===== config.mk =====
export PLATFORM = sky130hd
export DESIGN_NAME = line_mem_bridge_flat
export DESIGN_NICKNAME = d
export VERILOG_FILES = /design/src/rtl/line_mem_bridge_pkg.sv /design/src/rtl/line_mem_bridge_if.sv /design/src/rtl/line_mem_bridge.sv /design/src/flat_wrapper.sv
export SDC_FILE = /design/constraint.sdc
export NUM_CORES = 1
export LEC_CHECK = 0
export BUFFER_PORTS_ARGS = -buffer_cell sky130_fd_sc_hd__buf_4
export CAP_MARGIN = 10
export CORE_MARGIN = 1.5
export CORE_UTILIZATION = 39
export DETAILED_ROUTE_END_ITERATION = 8
export GPL_TIMING_DRIVEN = 0
export HOLD_SLACK_MARGIN = 0.02
export SYNTH_ARGS = -nofsm -noshare
export SYNTH_HDL_FRONTEND = slang
export SYNTH_SLANG_ARGS = --single-unit

===== constraint.sdc =====
create_clock -name clk -period 1.8 [get_ports clk]
set_input_delay 0.09 -clock clk [delete_from_list [all_inputs] [get_ports clk]]
set_output_delay 0.09 -clock clk [all_outputs]
set_load 0.01 [all_outputs]

===== src/rtl/line_mem_bridge_pkg.sv =====
`default_nettype none
// ============================================================================
// Module   : line_mem_bridge_pkg
// Brief    : Shared line/word geometry and bridge state encoding.
// Revision : 1.0 - initial release
// ============================================================================
package line_mem_bridge_pkg;

    localparam int WORD_W     = 32;
    localparam int LINE_WORDS = 4;
    localparam int LINE_W     = WORD_W * LINE_WORDS;
    localparam int ADDR_W     = 8;
    localparam int WORD_IDX_W = $clog2(LINE_WORDS);

    localparam logic [2:0] IDLE   = 3'd0;
    localparam logic [2:0] WRITE  = 3'd1;
    localparam logic [2:0] READ   = 3'd2;
    localparam logic [2:0] W_DONE = 3'd3;
    localparam logic [2:0] R_DONE = 3'd4;

    // Word address within a line: the index replaces the low bits, never carries.
    function automatic logic [ADDR_W-1:0] word_addr(
        input logic [ADDR_W-WORD_IDX_W-1:0] base,
        input logic [WORD_IDX_W-1:0]        idx
    );
        return {base, idx};
    endfunction

endpackage
`default_nettype wire


===== src/rtl/line_mem_bridge_if.sv =====
`default_nettype none
// ============================================================================
// Module   : line_mem_bridge_if
// Brief    : Cache-side line requests and word-RAM bus of the line bridge.
// Revision : 1.0 - initial release
// ============================================================================
interface line_mem_bridge_if import line_mem_bridge_pkg::*; ();

    logic              dr_valid;
    logic [ADDR_W-1:0] dr_addr;
    logic              dr_ready;
    logic [LINE_W-1:0] dr_line;

    logic              dw_valid;
    logic [ADDR_W-1:0] dw_addr;
    logic [LINE_W-1:0] dw_line;
    logic              dw_ready;

    logic [ADDR_W-1:0] mem_addr;
    logic              mem_we;
    logic [WORD_W-1:0] mem_wdata;
    logic [WORD_W-1:0] mem_rdata;

    // Bridge view
    modport slave (
        input  dr_valid, dr_addr, dw_valid, dw_addr, dw_line, mem_rdata,
        output dr_ready, dr_line, dw_ready, mem_addr, mem_we, mem_wdata
    );

    // Cache view
    modport master (
        output dr_valid, dr_addr, dw_valid, dw_addr, dw_line,
        input  dr_ready, dr_line, dw_ready
    );

    // Word RAM view
    modport mem (
        input  mem_addr, mem_we, mem_wdata,
        output mem_rdata
    );

endinterface
`default_nettype wire


===== src/rtl/line_mem_bridge.sv =====
`default_nettype none
// ============================================================================
// Module   : line_mem_bridge
// Brief    : Moves 4-word cache lines to/from a word RAM with WAIT idle cycles.
// Revision : 1.0 - initial release
// ============================================================================
module line_mem_bridge import line_mem_bridge_pkg::*; #(
    parameter int WAIT = 2
) (
    input  logic             clk,
    input  logic             rstn,
    line_mem_bridge_if.slave bus
);

    localparam logic [4:0] c_wr_last = 5'(WAIT);
    localparam logic [4:0] c_rd_last = 5'(WAIT + 1);

    logic [2:0]                         r_state;
    logic [WORD_IDX_W-1:0]              r_word;
    logic [4:0]                         r_cyc;
    logic [ADDR_W-WORD_IDX_W-1:0]       r_base;
    logic [LINE_WORDS-1:0][WORD_W-1:0]  r_line;
    logic [LINE_WORDS-2:0][WORD_W-1:0]  r_buf;
    logic [LINE_W-1:0]                  r_dr_line;

    logic w_busy;
    logic w_unused;

    assign w_busy   = (r_state == WRITE) || (r_state == READ);
    assign w_unused = &{1'b0, bus.dr_addr[1:0], bus.dw_addr[1:0]};

    assign bus.mem_addr  = w_busy ? word_addr(r_base, r_word) : '0;
    assign bus.mem_we    = (r_state == WRITE) && (r_cyc == 5'd0);
    assign bus.mem_wdata = (r_state == WRITE) ? r_line[r_word] : '0;
    assign bus.dw_ready  = (r_state == W_DONE);
    assign bus.dr_ready  = (r_state == R_DONE);
    assign bus.dr_line   = r_dr_line;

    always_ff @(posedge clk) begin
        if (!rstn) begin
            r_state   <= IDLE;
            r_word    <= '0;
            r_cyc     <= '0;
            r_base    <= '0;
            r_line    <= '0;
            r_buf     <= '0;
            r_dr_line <= '0;
        end else begin
            case (r_state)
                IDLE: begin
                    r_word <= '0;
                    r_cyc  <= '0;
                    if (bus.dw_valid) begin
                        r_state <= WRITE;
                        r_base  <= bus.dw_addr[ADDR_W-1:WORD_IDX_W];
                        r_line  <= bus.dw_line;
                    end else if (bus.dr_valid) begin
                        r_state <= READ;
                        r_base  <= bus.dr_addr[ADDR_W-1:WORD_IDX_W];
                    end
                end
                // Strobe on r_cyc==0, then WAIT idle cycles with the address held.
                WRITE: begin
                    if (r_cyc == c_wr_last) begin
                        r_cyc <= '0;
                        if (r_word == 2'd3) begin
                            r_state <= W_DONE;
                        end else begin
                            r_word <= r_word + 2'd1;
                        end
                    end else begin
                        r_cyc <= r_cyc + 5'd1;
                    end
                end
                // RAM data is valid from the second cycle of the window onward.
                READ: begin
                    if (r_cyc == c_rd_last) begin
                        r_cyc <= '0;
                        if (r_word == 2'd3) begin
                            r_state   <= R_DONE;
                            r_dr_line <= {bus.mem_rdata, r_buf};
                        end else begin
                            r_buf[r_word] <= bus.mem_rdata;
                            r_word        <= r_word + 2'd1;
                        end
                    end else begin
                        r_cyc <= r_cyc + 5'd1;
                    end
                end
                W_DONE:  r_state <= IDLE;
                R_DONE:  r_state <= IDLE;
                default: r_state <= IDLE;
            endcase
        end
    end

endmodule
`default_nettype wire


===== src/flat_wrapper.sv =====
// flat-port wrapper written by rule: the top's interface ports become plain ports
module line_mem_bridge_flat import line_mem_bridge_pkg::*;
#(
    parameter int WAIT = 2
)
  (clk, rstn, bus_dr_valid, bus_dr_addr, bus_dw_valid, bus_dw_addr, bus_dw_line, bus_mem_rdata, bus_dr_ready, bus_dr_line, bus_dw_ready, bus_mem_addr, bus_mem_we, bus_mem_wdata);
  line_mem_bridge_if bus_i ();
  input  logic clk;
  input  logic rstn;
  input wire logic [$bits(bus_i.dr_valid)-1:0] bus_dr_valid;
  input wire logic [$bits(bus_i.dr_addr)-1:0] bus_dr_addr;
  input wire logic [$bits(bus_i.dw_valid)-1:0] bus_dw_valid;
  input wire logic [$bits(bus_i.dw_addr)-1:0] bus_dw_addr;
  input wire logic [$bits(bus_i.dw_line)-1:0] bus_dw_line;
  input wire logic [$bits(bus_i.mem_rdata)-1:0] bus_mem_rdata;
  output wire logic [$bits(bus_i.dr_ready)-1:0] bus_dr_ready;
  output wire logic [$bits(bus_i.dr_line)-1:0] bus_dr_line;
  output wire logic [$bits(bus_i.dw_ready)-1:0] bus_dw_ready;
  output wire logic [$bits(bus_i.mem_addr)-1:0] bus_mem_addr;
  output wire logic [$bits(bus_i.mem_we)-1:0] bus_mem_we;
  output wire logic [$bits(bus_i.mem_wdata)-1:0] bus_mem_wdata;
  assign bus_i.dr_valid = bus_dr_valid;
  assign bus_i.dr_addr = bus_dr_addr;
  assign bus_i.dw_valid = bus_dw_valid;
  assign bus_i.dw_addr = bus_dw_addr;
  assign bus_i.dw_line = bus_dw_line;
  assign bus_i.mem_rdata = bus_mem_rdata;
  assign bus_dr_ready = bus_i.dr_ready;
  assign bus_dr_line = bus_i.dr_line;
  assign bus_dw_ready = bus_i.dw_ready;
  assign bus_mem_addr = bus_i.mem_addr;
  assign bus_mem_we = bus_i.mem_we;
  assign bus_mem_wdata = bus_i.mem_wdata;
  line_mem_bridge #(.WAIT(WAIT)) u_core (.clk(clk), .rstn(rstn), .bus(bus_i));
endmodule

Word-level counts from Yosys, hierarchy flattened
Cells that the tools add are included.
{"block": "totals", "reg_bits": 368, "in_bits": 180, "out_inout_bits": 171, "word_cells": 65}
{"block": "op_classes", "add_sub_neg": 2, "magnitude_cmp": 2, "n_eq_ne": 12, "n_mux": 23, "bitwise": 1, "n_reduce_logical": 13}
{"cell": "$bwmux 96", "n": 1}
{"cell": "$mux 32", "n": 3}
{"cell": "$bmux 32 s2", "n": 1}
{"cell": "$demux 32 s2", "n": 1}
{"cell": "$mux 3", "n": 6}
{"cell": "$pmux 5 s3", "n": 1}
{"cell": "$mux 6", "n": 2}
{"cell": "$eq 5x2->1 const B", "n": 2}
{"cell": "$mux 5", "n": 2}
{"cell": "$pmux 3 s3", "n": 1}
{"cell": "$reduce_and 3->1", "n": 3}
{"cell": "$mux 8", "n": 1}
{"cell": "$ne 2x2->1 const B", "n": 4}
{"cell": "$eq 3x2->1 const B", "n": 2}
{"cell": "$mux 2", "n": 3}
{"cell": "$pmux 2 s3", "n": 1}
{"cell": "$add 5x1->5 const B", "n": 1}
{"cell": "$logic_not 5->1", "n": 1}
{"cell": "$reduce_and 5->1", "n": 1}
{"cell": "$reduce_and 2->1", "n": 2}
{"cell": "$eq 3x1->1 const B", "n": 1}
{"cell": "$eq 3x3->1 const B", "n": 1}
{"cell": "$logic_not 3->1", "n": 1}
{"cell": "$lt 2x3->1 const B", "n": 1}
{"cell": "9 further kinds", "n": 10}

Logic depth before layout (Yosys ltp)
{"block": "depth", "depth_word": 5, "depth_mapped": 8, "depth_no_buf": 6}

Worst setup path before layout
No wires, ideal clock.
{"block": "synth_timing", "path_kind": "register to register", "start": "register u_core.r_word[1]", "end": "register u_core.r_buf[33] in the netlist's numbering", "setup_ps": 72, "t_arrival_ps": 1879, "path_slack_ps": -150, "stages_incl_launch_ff": 9, "period_less_slack_ps": 1950, "cell_sequence": "dfxtp_1 buf_2 buf_1 buf_2 inv_1 ha_1 nand2_4 buf_6 mux2i_1"}
{"block": "synth_between", "elab_chain_len": 5, "elab_cells_between_ends": 9}
{"item": "start, declared", "line_no": "line_mem_bridge.sv:19", "text": "logic [WORD_IDX_W-1:0] r_word;"}
{"item": "start signal, assigned", "line_no": "line_mem_bridge.sv:69", "text": "r_word <= r_word + 2'd1;"}
{"item": "start signal, assigned", "line_no": "line_mem_bridge.sv:84", "text": "r_word <= r_word + 2'd1;"}
{"item": "$lt 2x3->1 (implied by the code) or $ge 2x1->1 (tied branches)", "line_no": "line_mem_bridge.sv:83", "text": "r_buf[r_word] <= bus.mem_rdata;"}
{"item": "$logic_and 1x1->1 (implied by the code)", "line_no": "line_mem_bridge.sv:83"}
{"item": "$mux 32 (implied by the code)", "line_no": "line_mem_bridge.sv:83"}
{"item": "$demux 32 s2"}
{"item": "$bwmux 96", "line_no": "line_mem_bridge.sv:83"}
{"item": "end signal, assigned by index", "line_no": "line_mem_bridge.sv:83"}
{"item": "end, declared", "line_no": "line_mem_bridge.sv:23", "text": "logic [LINE_WORDS-2:0][WORD_W-1:0] r_buf;"}
Several ways; a longest one is shown, not always the timed one.
A chain may end at the register's enable or synchronous reset.

Worst setup path after layout
{"block": "layout_timing", "start": "register u_core.r_word[1]", "end": "output port bus_mem_wdata[18]"}
{"block": "layout_between", "elab_chain_len": 3}
{"item": "$bmux 32 s2", "line_no": "line_mem_bridge.sv:34", "text": "assign bus.mem_wdata = (r_state == WRITE) ? r_line[r_word] : '0;"}
{"item": "$mux 32 (implied by the code)", "line_no": "line_mem_bridge.sv:34"}
{"item": "$mux 32", "line_no": "line_mem_bridge.sv:34"}
{"item": "end, declared", "line_no": "flat_wrapper.sv:21", "text": "output wire logic [$bits(bus_i.mem_wdata)-1:0] bus_mem_wdata;"}
No other way between the ends. The select of a mux whose other input is x is not followed.

==> impl_metrics.py <==
metrics = {
    "status": {
        "status": "finished with violations",
        "violations": "setup timing",
    },
    "run": {
        "maxCapViolCount": 0,
    },
    "grt": {
        "antenna_found_initial": 2,
        "track_usage": 0.252,
        "grt_overflow_total": 0,
        "grt_start_max_net_pins": 14,
        "grt_first_pass_wirelength_mm": 75.7,
        "first_global_vias": 13708,
    },
    "sta": {
        "timing.final.ws_setup_ns": -0.254,
        "finalSetupViolCount": 220,
        "worstMarginPinSlew_ns": 0.797,
        "whs_ns": 0.196,
        "clock-skew-final_ns": 0.0276,
        "slew_violations": 0,
        "max_freq_mhz": 487,
        "slew_headroom": 0.469,
        "rsz0062_at_grt": "true",
        "post-route-min-period_ns": 2.05,
        "hold_viol": 0,
        "fin_crit_sh": 1.14,
    },
    "cts": {
        "cts.sinks": 368,
        "root_buffer": "clkbuf_16",
        "tritoncts": "done",
        "clock_latency_ns": 0.55,
        "htree_num_levels": 2,
        "cts_buffer_depth": 3,
        "clk_pin_slew_ns": 0.06,
        "numCtsBuffers": 42,
    },
    "route": {
        "via_per_inst": 4.85,
        "drt-total-wl_mm": 50.2,
        "postRouteAntennaNets": 0,
        "drt-pass1-iter-count": 5,
        "drt-initial-drc-count": 791,
        "vias": 13498,
        "drc": 0,
        "wl_per_cell_microns": 18.0,
    },
    "pwr": {
        "pwr-share-comb": 0.102,
        "pwr-share-seq": 0.447,
        "pwr_density_cell_nw_per_um2": 849,
        "peakVddDrop_v": 0.000666,
        "clock_power_share": 0.451,
        "switchingPower_mw": 4.50,
        "p_int_mw": 14.4,
        "swShare": 0.237,
        "p_leak_nw": 9.47,
        "power_mw": 18.9,
    },
    "setup_path": {
        "cp-end-kind": "output pin",
        "cp-endpoint": "bus_mem_wdata[18]",
        "r2r_start": "u_core.r_word[0]",
        "ff2ff_setup_slack_ns": -0.18,
        "reg2regPathDepth": 7,
        "rr_endpoint": "u_core.bus.dr_line[37]",
        "cp_common_cell": "buf_8",
        "crit_type": "flop to output pin",
        "critPathRequiredTime_ns": 1.71,
        "worstPathCellList": "buf_8 -> buf_8 -> mux4_2 -> nor2b_4 -> buf_6",
        "worstPathArrival_ns": 1.96,
        "slowest_delay_ns": 0.51,
        "worstSetupStartpoint": "u_core.r_word[1]",
        "cp_max_fo": 6,
        "crit_slowest_cell": "mux4_2",
        "start_kind": "flop",
    },
    "layout": {
        "fin_cells": 2784,
        "nets": 2425,
        "regArea_sq_um": 7390,
        "fillers": 3308,
        "layout-drive-gt1-share": 0.268,
        "multi_input_area_sq_um": 7200,
        "area_delta_synth_final_pct": 50.0,
    },
    "yosys": {
        "synth_cells": 1648,
        "async_reset_ff_frac": 0,
        "synth_most_common_cell": "nand2_1",
        "syn-num-nets": 1835,
        "synth_edf_count": 0,
        "ys.flop_type": "dfxtp_1",
        "synth_top_area_cell": "dfxtp_1",
        "ys_ff_latch": 368,
        "syn_area_sq_um": 14900,
        "synth.top_cell.area_share": 0.495,
        "syn_area_per_cell_sq_um": 9.03,
        "ys_warn_count": 0,
        "synthTopCellsByArea": "dfxtp_1 (50%), nand2_1 (16%), a21boi_0 (13%)",
        "ys_seq_area_frac": 0.495,
        "yosys-top-cells-count": "nand2_1 (653), dfxtp_1 (368), a21boi_0 (256)",
        "yosysUniqueCellTypes": 41,
    },
    "floorplanning": {
        "die-area_sq_um": 39300,
        "ioPinCount": 351,
        "die_x_microns": 198,
        "start_util": 0.396,
        "rows": 71,
        "die-height_microns": 198,
        "core_sq_um": 37600,
    },
    "placed_design": {
        "gp_congestion": 0.824,
        "dp_hpwl_mm": 35.6,
        "dp_cells": 2505,
        "port_buffers": 346,
    },
    "min_path": {
        "min_path_cells": 4,
        "min_path_type": "input port to flop",
    },
}
[cell usage in the layout (no fill, tap or decap), types with 2 or more instances in the layout]
cell type / Yosys / final
ha_1: 7 / 6
o21ai_0: 3 / 3
nand2_1: 653 / 653
dfxtp_4: 0 / 4
diode_2: 0 / 2
nor4b_4: 2 / 3
inv_1: 6 / 6
nor3_1: 4 / 3
nand2_4: 3 / 3
clkinvlp_4: 0 / 2
nor3b_1: 3 / 3
o211a_1: 6 / 6
dfxtp_1: 368 / 360
buf_8: 0 / 6
clkbuf_4: 0 / 14
dfxtp_2: 0 / 4
nand2b_4: 0 / 2
mux4_2: 32 / 32
nor2b_1: 35 / 8
buf_12: 0 / 6
nand4_1: 2 / 2
inv_6: 0 / 3
buf_4: 0 / 342
and2_1: 10 / 9
a21oi_1: 4 / 3
clkinv_2: 0 / 12
nand3_1: 2 / 2
dlygate4sd3_1: 0 / 174
mux2i_1: 102 / 102
clkbuf_8: 0 / 14
buf_6: 9 / 47
clkbuf_1: 82 / 53
bufinv_16: 0 / 3
nor2b_4: 0 / 27
buf_2: 33 / 11
a21boi_0: 256 / 255
clkbuf_16: 0 / 46
clkbuf_2: 0 / 14
[layout make-up]
class	count	area share
Multi-Input combinational cell	1148	0.323
Timing Repair Buffer	547	0.211
Tap cell	511	0.0287
Buffer	125	0.0425
Sequential cell	368	0.331
Clock buffer	56	0.0531
Clock inverter	21	0.00931
Inverter	6	0.00101
Antenna cell	2	0.000224
[power groups by stage]
stage          sequential (mW)  combinational [mW]  clock [mW]
2_1_floorplan             8.60               0.728           0
3_3_place_gp              8.64                1.39           0
3_5_place_dp              8.64                1.41           0
4_1_cts                   8.46                1.83        8.70
5_1_grt                   8.48                2.08        9.06
6_report                  8.47                1.93        8.55
[metal layers]
metal  GRT usage  vias up  part of all wire
li1            -     6621                 -
met1       0.327     6425              0.45
met2       0.422      344              0.47
met3      0.0397      108             0.046
met4      0.0899        0             0.033
met5           0        -                 0
[cells by family after synthesis]
logic type | Yosys count | synth area share
compound gates | 278 | 0.140
fa+ha+maj | 8 | 0.00656
buf+inv | 132 | 0.0406
mux | 134 | 0.117
flops | 368 | 0.495
simple gates | 728 | 0.200
[worst max-delay path, delay by kind of cell, from the launching register on]
family	cells	cell delay, ns
muxes	1	0.51
buffers and inverters	3	0.41
DFF	1	0.35
and+or+nand+nor	1	0.15
[worst min-delay path by stage]
stage	from	endpoint	slack (ns)
after detailed placement	bus_dw_line[118]	u_core.r_line[118]	0.36
after global routing	bus_dw_valid	u_core.r_line[57]	0.23
after floorplan	bus_mem_rdata[4]	u_core.bus.dr_line[100]	0.23
after CTS	bus_dw_valid	u_core.r_line[56]	0.17
final	bus_dw_valid	u_core.r_state[0]	0.20
after global placement	bus_dw_line[118]	u_core.r_line[118]	0.35
[metrics by stage]
step / util / TNS (ns) / area [sq um] / setup WS (ns)
2_1_floorplan: - / 0 / 14900 / 0.0215
3_3_place_gp: 0.483 / -149.90 / 18100 / -0.545
3_5_place_dp: 0.483 / -159.34 / 18100 / -0.663
4_1_cts: 0.586 / -14.02 / 22000 / -0.286
5_1_grt: 0.594 / -38.10 / 22300 / -0.318
6_report: 0.594 / -16.12 / 22300 / -0.254
[registers in the layout, indices dropped and copies added, names as in the netlist]
signal	flops
u_core.r_base	6
u_core.r_cyc	5
u_core.r_state	3
u_core.r_line	128
u_core.r_buf	96
u_core.bus.dr_line	128
u_core.r_word	2
[repair_timing]
action,CTS,global route
gates cloned,2,2
buffers inserted,18,5
gates resized for setup,171,63
endpoints found under the hold margin,264,0
pin swaps,7,1
setup endpoints to repair,394,384
hold buffers,174,0
Note: power is estimated with default switching activity, not from simulation.
